## src/rtl/vend_ctrl.sv

```systemverilog
// Vending controller: coin credit, single-item dispense with ack timeout, and refund.
// Define VEND_CHANGE_EN to return overpaid credit after a successful vend.
module vend_ctrl #(
  parameter int unsigned PRICE_HALVES = 3,
  parameter int unsigned STOCK_MAX    = 15,
  parameter int unsigned ACK_TIMEOUT  = 100
) (
  input  logic       sys_clk,
  input  logic       sys_rst_n,
  input  logic       pi_money_one,
  input  logic       pi_money_half,
  input  logic       pi_cancel,
  input  logic       pi_refill,
  input  logic       pi_disp_ack,
  output logic       po_disp_req,
  output logic       po_return_half,
  output logic       po_coin_reject,
  output logic       po_sold_out,
  output logic       po_fault,
  output logic [3:0] po_credit
);

  localparam logic [3:0]  PRICE        = 4'(PRICE_HALVES);
  localparam logic [7:0]  STOCK_FULL   = 8'(STOCK_MAX);
  localparam logic [15:0] TIMEOUT_LAST = 16'(ACK_TIMEOUT - 1);

  typedef enum logic [3:0] {
    IDLE    = 4'b0001,
    COLLECT = 4'b0010,
    VEND    = 4'b0100,
    RETURN  = 4'b1000
  } state_t;

  state_t      state_q, state_d;
  logic [3:0]  credit_q, credit_d;
  logic [7:0]  stock_q, stock_d;
  logic [15:0] timer_q, timer_d;
  logic        sold_out_q;
  logic        reject_q, reject_d;
  logic        return_q, return_d;
  logic        fault_q, fault_d;

  logic [1:0]  coin_val;
  logic [4:0]  credit_sum;
  logic        coin_any;
  logic        coin_accept;

  // A one-yuan pulse is worth two halves, so the pair of pulses is the coin value.
  assign coin_val    = {pi_money_one, pi_money_half};
  assign coin_any    = pi_money_one | pi_money_half;
  assign credit_sum  = {1'b0, credit_q} + {3'b000, coin_val};
  assign coin_accept = coin_any && !sold_out_q && (credit_sum <= 5'd15) &&
                       ((state_q == IDLE) || (state_q == COLLECT));

  always_comb begin
    state_d  = state_q;
    credit_d = credit_q;
    stock_d  = stock_q;
    timer_d  = timer_q;
    reject_d = coin_any && !coin_accept;
    return_d = 1'b0;
    fault_d  = 1'b0;

    if (coin_accept) begin
      credit_d = credit_sum[3:0];
    end

    case (state_q)
      IDLE: begin
        if (coin_accept) begin
          state_d = COLLECT;
        end
      end
      COLLECT: begin
        if (pi_cancel) begin
          state_d = RETURN;
        end else if (credit_q >= PRICE) begin
          state_d = VEND;
          timer_d = 16'd0;
        end
      end
      VEND: begin
        if (pi_disp_ack) begin
          stock_d = stock_q - 8'd1;
          timer_d = 16'd0;
`ifdef VEND_CHANGE_EN
          credit_d = credit_q - PRICE;
          state_d  = RETURN;
`else
          credit_d = 4'd0;
          state_d  = IDLE;
`endif
        end else if (timer_q == TIMEOUT_LAST) begin
          // Dispenser never answered: refund everything through RETURN.
          fault_d = 1'b1;
          timer_d = 16'd0;
          state_d = RETURN;
        end else begin
          timer_d = timer_q + 16'd1;
        end
      end
      RETURN: begin
        if (credit_q == 4'd0) begin
          state_d = IDLE;
        end else begin
          credit_d = credit_q - 4'd1;
          return_d = 1'b1;
        end
      end
      default: begin
        state_d = IDLE;
      end
    endcase

    // Refill overrides any same-cycle vend decrement.
    if (pi_refill) begin
      stock_d = STOCK_FULL;
    end
  end

  always_ff @(posedge sys_clk or negedge sys_rst_n) begin
    if (!sys_rst_n) begin
      state_q    <= IDLE;
      credit_q   <= 4'd0;
      stock_q    <= STOCK_FULL;
      timer_q    <= 16'd0;
      sold_out_q <= 1'b0;
      reject_q   <= 1'b0;
      return_q   <= 1'b0;
      fault_q    <= 1'b0;
    end else begin
      state_q    <= state_d;
      credit_q   <= credit_d;
      stock_q    <= stock_d;
      timer_q    <= timer_d;
      sold_out_q <= (stock_d == 8'd0);
      reject_q   <= reject_d;
      return_q   <= return_d;
      fault_q    <= fault_d;
    end
  end

  assign po_disp_req    = (state_q == VEND);
  assign po_return_half = return_q;
  assign po_coin_reject = reject_q;
  assign po_sold_out    = sold_out_q;
  assign po_fault       = fault_q;
  assign po_credit      = credit_q;

endmodule

```

## config.mk

```make
export PLATFORM = sky130hd
export DESIGN_NAME = vend_ctrl
export DESIGN_NICKNAME = d
export VERILOG_FILES = /design/src/rtl/vend_ctrl.sv
export SDC_FILE = /design/constraint.sdc
export NUM_CORES = 1
export LEC_CHECK = 0
export ABC_AREA = 1
export ABC_CLOCK_PERIOD_IN_PS = 2400
export CAP_MARGIN = 20
export CORE_MARGIN = 1.5
export CORE_UTILIZATION = 55
export DETAILED_ROUTE_END_ITERATION = 10
export PLACE_DENSITY = 0.75
export SYNTH_ARGS = -nofsm -noshare
export SYNTH_HDL_FRONTEND = slang
export SYNTH_SLANG_ARGS = --single-unit
export TNS_END_PERCENT = 5
```

## constraint.sdc

```tcl
create_clock -name sys_clk -period 2.4 [get_ports sys_clk]
set_input_delay 0.48 -clock sys_clk [delete_from_list [all_inputs] [get_ports sys_clk]]
set_output_delay 0.48 -clock sys_clk [all_outputs]
set_load 0.05 [all_outputs]
```

==> reports/summary.txt <==
Worst EP arrival: 2.29 ns
cell depth of the worst setup path: 10
CP Buf/Inv Count: 2
total negative slack: 0 ns
detailed-route wire length per cell: 12.56 µm
width of the chip: 68.88 µm
Residual DRC: 0
minimum clock period after layout: 2.124 ns
main combinational cell family by area after synthesis: simple AND/OR/NAND/NOR gates
ranking of synthesized cells by area: sky130_fd_sc_hd__dfrtp_1 32%, sky130_fd_sc_hd__nand2_1 11%, sky130_fd_sc_hd__nand3_1 7.3%, sky130_fd_sc_hd__inv_1 7.1%, sky130_fd_sc_hd__nor2_1 6.8%
largest area contributor in the netlist: sky130_fd_sc_hd__dfrtp_1
run status: completed
Final HPWL DP: 3.819 mm
area of combinational cells with multiple inputs: 0.001247 mm²
number of filler cells placed in the layout: 367
Peak Freq: 470.9 MHz
Layout Cells excl Fill: 397
slew at the pin closest to its max-slew limit: 0.8056 ns
area share of and/or/nand/nor cells after synthesis: 39.73%
starting density of the core: 58.42%
Die Outline Area: 0.004744 mm²
number of maximum-capacitance violations: 0
Net Count, Synth: 340
fraction of the mapped netlist area in compound gates: 5.975%
number of vias per cell after detailed routing: 5.408
RSZ-0062 raised after global routing: false
Synthesis Warnings: 0
xor/xnor share of the synthesized area: 2.568%
most instantiated library cell after synthesis: sky130_fd_sc_hd__nand2_1
Total GRT Usage: 23.64%
CP cell instances: clkdlybuf4s50_1, ha_1, fa_1, nand3_1, nand2_1, a21oi_2, buf_4, nand2_1, o211ai_1, nand2_1
Hold Vio Cnt, Final: 0
Yosys reg bits: 36
Power Total: 0.002189 W
Clk pwr share: 19.2%
nature of the critical path startpoint: primary input
Seq pwr share: 37.4%
antenna cell count: 0
post-synthesis average cell area: 7.323 µm²
fin. max-slew vios: 0
switching share of power: 42.94%
number of core rows: 23
total overflow reported by the global router: 0
dominant delay contributor by cell family on the critical path: adder cells
Post-synth top cells: 70 x sky130_fd_sc_hd__nand2_1, 45 x sky130_fd_sc_hd__inv_1, 43 x sky130_fd_sc_hd__nor2_1
worst-case clock buffer depth: 2
worst setup path endpoint: po_credit[3]$_DFF_PN0_
largest stage delay on the critical path: 0.42 ns
core outline area: 0.004086 mm²
Crit Reg-Reg Endpoint: po_credit[3]$_DFF_PN0_
final setup vio count: 0
cell internal pwr: 0.001249 W
buffer type at the clock tree root: sky130_fd_sc_hd__clkbuf_8
clk_lat worst skew: 0.28 ns
TritonCTS clock tree: yes
post-synthesis cell count: 326
worst slew margin relative to its limit: 46.30%
type of element capturing the critical path: flop
endpoint required time on the critical path: 2.57 ns
Placer Congestion: 0.9190
die span in y: 68.88 µm
Psw: 0.0009399 W
wirelength, routed: 4.988 mm
Async SR Flop Fraction: 100.0%
post-synthesis cell area: 0.002387 mm²
largest net degree at the start of global routing: 37
Setup Buffers After CTS: 0
clock tree sinks: 36
sequential cell area: 907.1 µm²
# resized after CTS: 0
peak fanout along the critical path: 5
CP max stage cell: sky130_fd_sc_hd__clkdlybuf4s50_1
number of nets at the end of the flow: 360
wire length of the first global-routing pass: 8.362 mm
total number of vias: 2147
number of synthesized flops with an enable pin: 0
signed area change from the synthesized netlist to the final layout: 12.32%
period utilization: 88.49%
launch point of the worst path: pi_money_half
worst hold margin: 0.2815 ns
number of search-and-repair iterations in the first detailed-routing pass: 4
number of DRC markers in iteration 0: 117
Cells after DPL: 389
Worst Path Class, Setup: primary input to flop
share of cell area taken by muxes after synthesis: 0%
post-layout utilization of the core: 65.62%
Worst R2R Setup Slack: 0.44 ns
depth of the CTS H-tree: 2
Static Leakage: 1.303 nW
post-synthesis adder-cell area fraction: 3.983%
Top cell by count, worst path: sky130_fd_sc_hd__nand2_1
Antenna Nets Post-Route: 0
peak ir drop on the vdd network: 0.7707 mV
worst clock skew: 0.005923 ns
Yosys top cell area share: 32.49%
worst reg-to-reg path cell count: 9
count of unique library cells instantiated by Yosys: 35
number of primary I/O pins: 16
via count of the first global-routing pass: 1923
number of buffers created by CTS: 5
Worst-path clk slew: 0.07 ns
power density of the placed cells: 816.3 mW/mm²
kind of path behind the tightest hold check: primary input to async pin
origin of the critical flop-to-flop path: po_credit[0]$_DFF_PN0_
post-synthesis sequential area ratio: 38.00%
number of port buffers: 15
Main synth FF type: sky130_fd_sc_hd__dfrtp_1
hold buffer count at CTS: 0
portion of total power attributed to combinational logic: 43.4%
initial antenna violation count: 0
share of post-route cells with drive strength above 1: 14.70%
[worst min-delay path by stage]
stage | cells after the start | endpoint
global placement | 2 | stock_q[0]$_DFF_PN1_
CTS | 1 | timer_q[10]$_DFFE_PN0P_
global route | 1 | timer_q[14]$_DFFE_PN0P_
floorplan | 0 | po_coin_reject$_DFF_PN0_
finish | 1 | timer_q[8]$_DFFE_PN0P_
detailed placement | 2 | stock_q[0]$_DFF_PN1_
[power groups by stage]
stage | Sequential [W] | Combinational, W | Clock (W)
after floorplan | 0.000961 | 0.000534 | 0
after global placement | 0.000827 | 0.000925 | 0
after detailed placement | 0.000828 | 0.000950 | 0
after CTS | 0.000819 | 0.000950 | 0.000436
after global routing | 0.000833 | 0.00106 | 0.000464
final | 0.000819 | 0.000950 | 0.000420
[metrics by stage]
stage / instance area, µm² / setup WS (ns)
3_5_place_dp: 2594 / -0.03061
4_1_cts: 2681 / 0.2835
5_1_grt: 2681 / 0.1006
3_3_place_gp: 2594 / 0.06811
6_report: 2681 / 0.2763
2_1_floorplan: 2387 / 0.2783
[registers in the layout (all words and copies together), names as in the netlist]
name and cells:
timer_q 16, po_fault 1, po_sold_out 1, state_q 4
stock_q 8, po_return_half 1, po_coin_reject 1, po_credit 4
[worst register-to-register path, stage by stage, from the launching register on]
cell                       delay [ns]
sky130_fd_sc_hd__dfrtp_1         0.45
sky130_fd_sc_hd__ha_1            0.24
sky130_fd_sc_hd__fa_1            0.40
sky130_fd_sc_hd__nand3_1         0.11
sky130_fd_sc_hd__nand2_1         0.07
sky130_fd_sc_hd__a21oi_2         0.20
sky130_fd_sc_hd__buf_4           0.17
sky130_fd_sc_hd__nand2_1         0.06
sky130_fd_sc_hd__o211ai_1        0.09
sky130_fd_sc_hd__nand2_1         0.06
[cells by family (layout without fill, tap and decap cells)]
| family | Yosys count | after routing |
|---|---|---|
| compound gates | 25 | 25 |
| fa+ha+maj | 7 | 7 |
| flops | 36 | 36 |
| xor+xnor | 7 | 7 |
| simple gates | 196 | 196 |
| buf+inv | 55 | 76 |
[per-layer routing]
layer | up-vias | global-route usage (%) | wire length (µm)
met2 | 47 | 39.54 | 2426
li1 | 1083 | - | -
met5 | - | 0 | 0
met1 | 1008 | 30.95 | 2268
met4 | 0 | 8.088 | 76
met3 | 9 | 4.058 | 216
[placed cells by master, fill, tap and decap left out, types with 7 or more instances in the layout]
master,Yosys,routed
sky130_fd_sc_hd__a21oi_1,7,7
sky130_fd_sc_hd__inv_1,45,45
sky130_fd_sc_hd__nor2_2,10,10
sky130_fd_sc_hd__nand3_1,35,35
sky130_fd_sc_hd__nand2_1,70,70
sky130_fd_sc_hd__nor2_1,43,43
sky130_fd_sc_hd__clkdlybuf4s50_1,0,13
sky130_fd_sc_hd__dfrtp_1,31,31
sky130_fd_sc_hd__nand4_1,10,10
sky130_fd_sc_hd__o21ai_0,8,8
[cell type report]
class                      count  share of cell area, %
timing repair buffer          21                  7.466
tap                           50                  2.333
sequential                    36                  33.83
multi-input combinational    235                  46.52
clock buffer                   5                  2.566
clock inverter                 3                 0.7000
inverter                      47                  6.580
No activity file was read; power rests on OpenSTA's default activity.
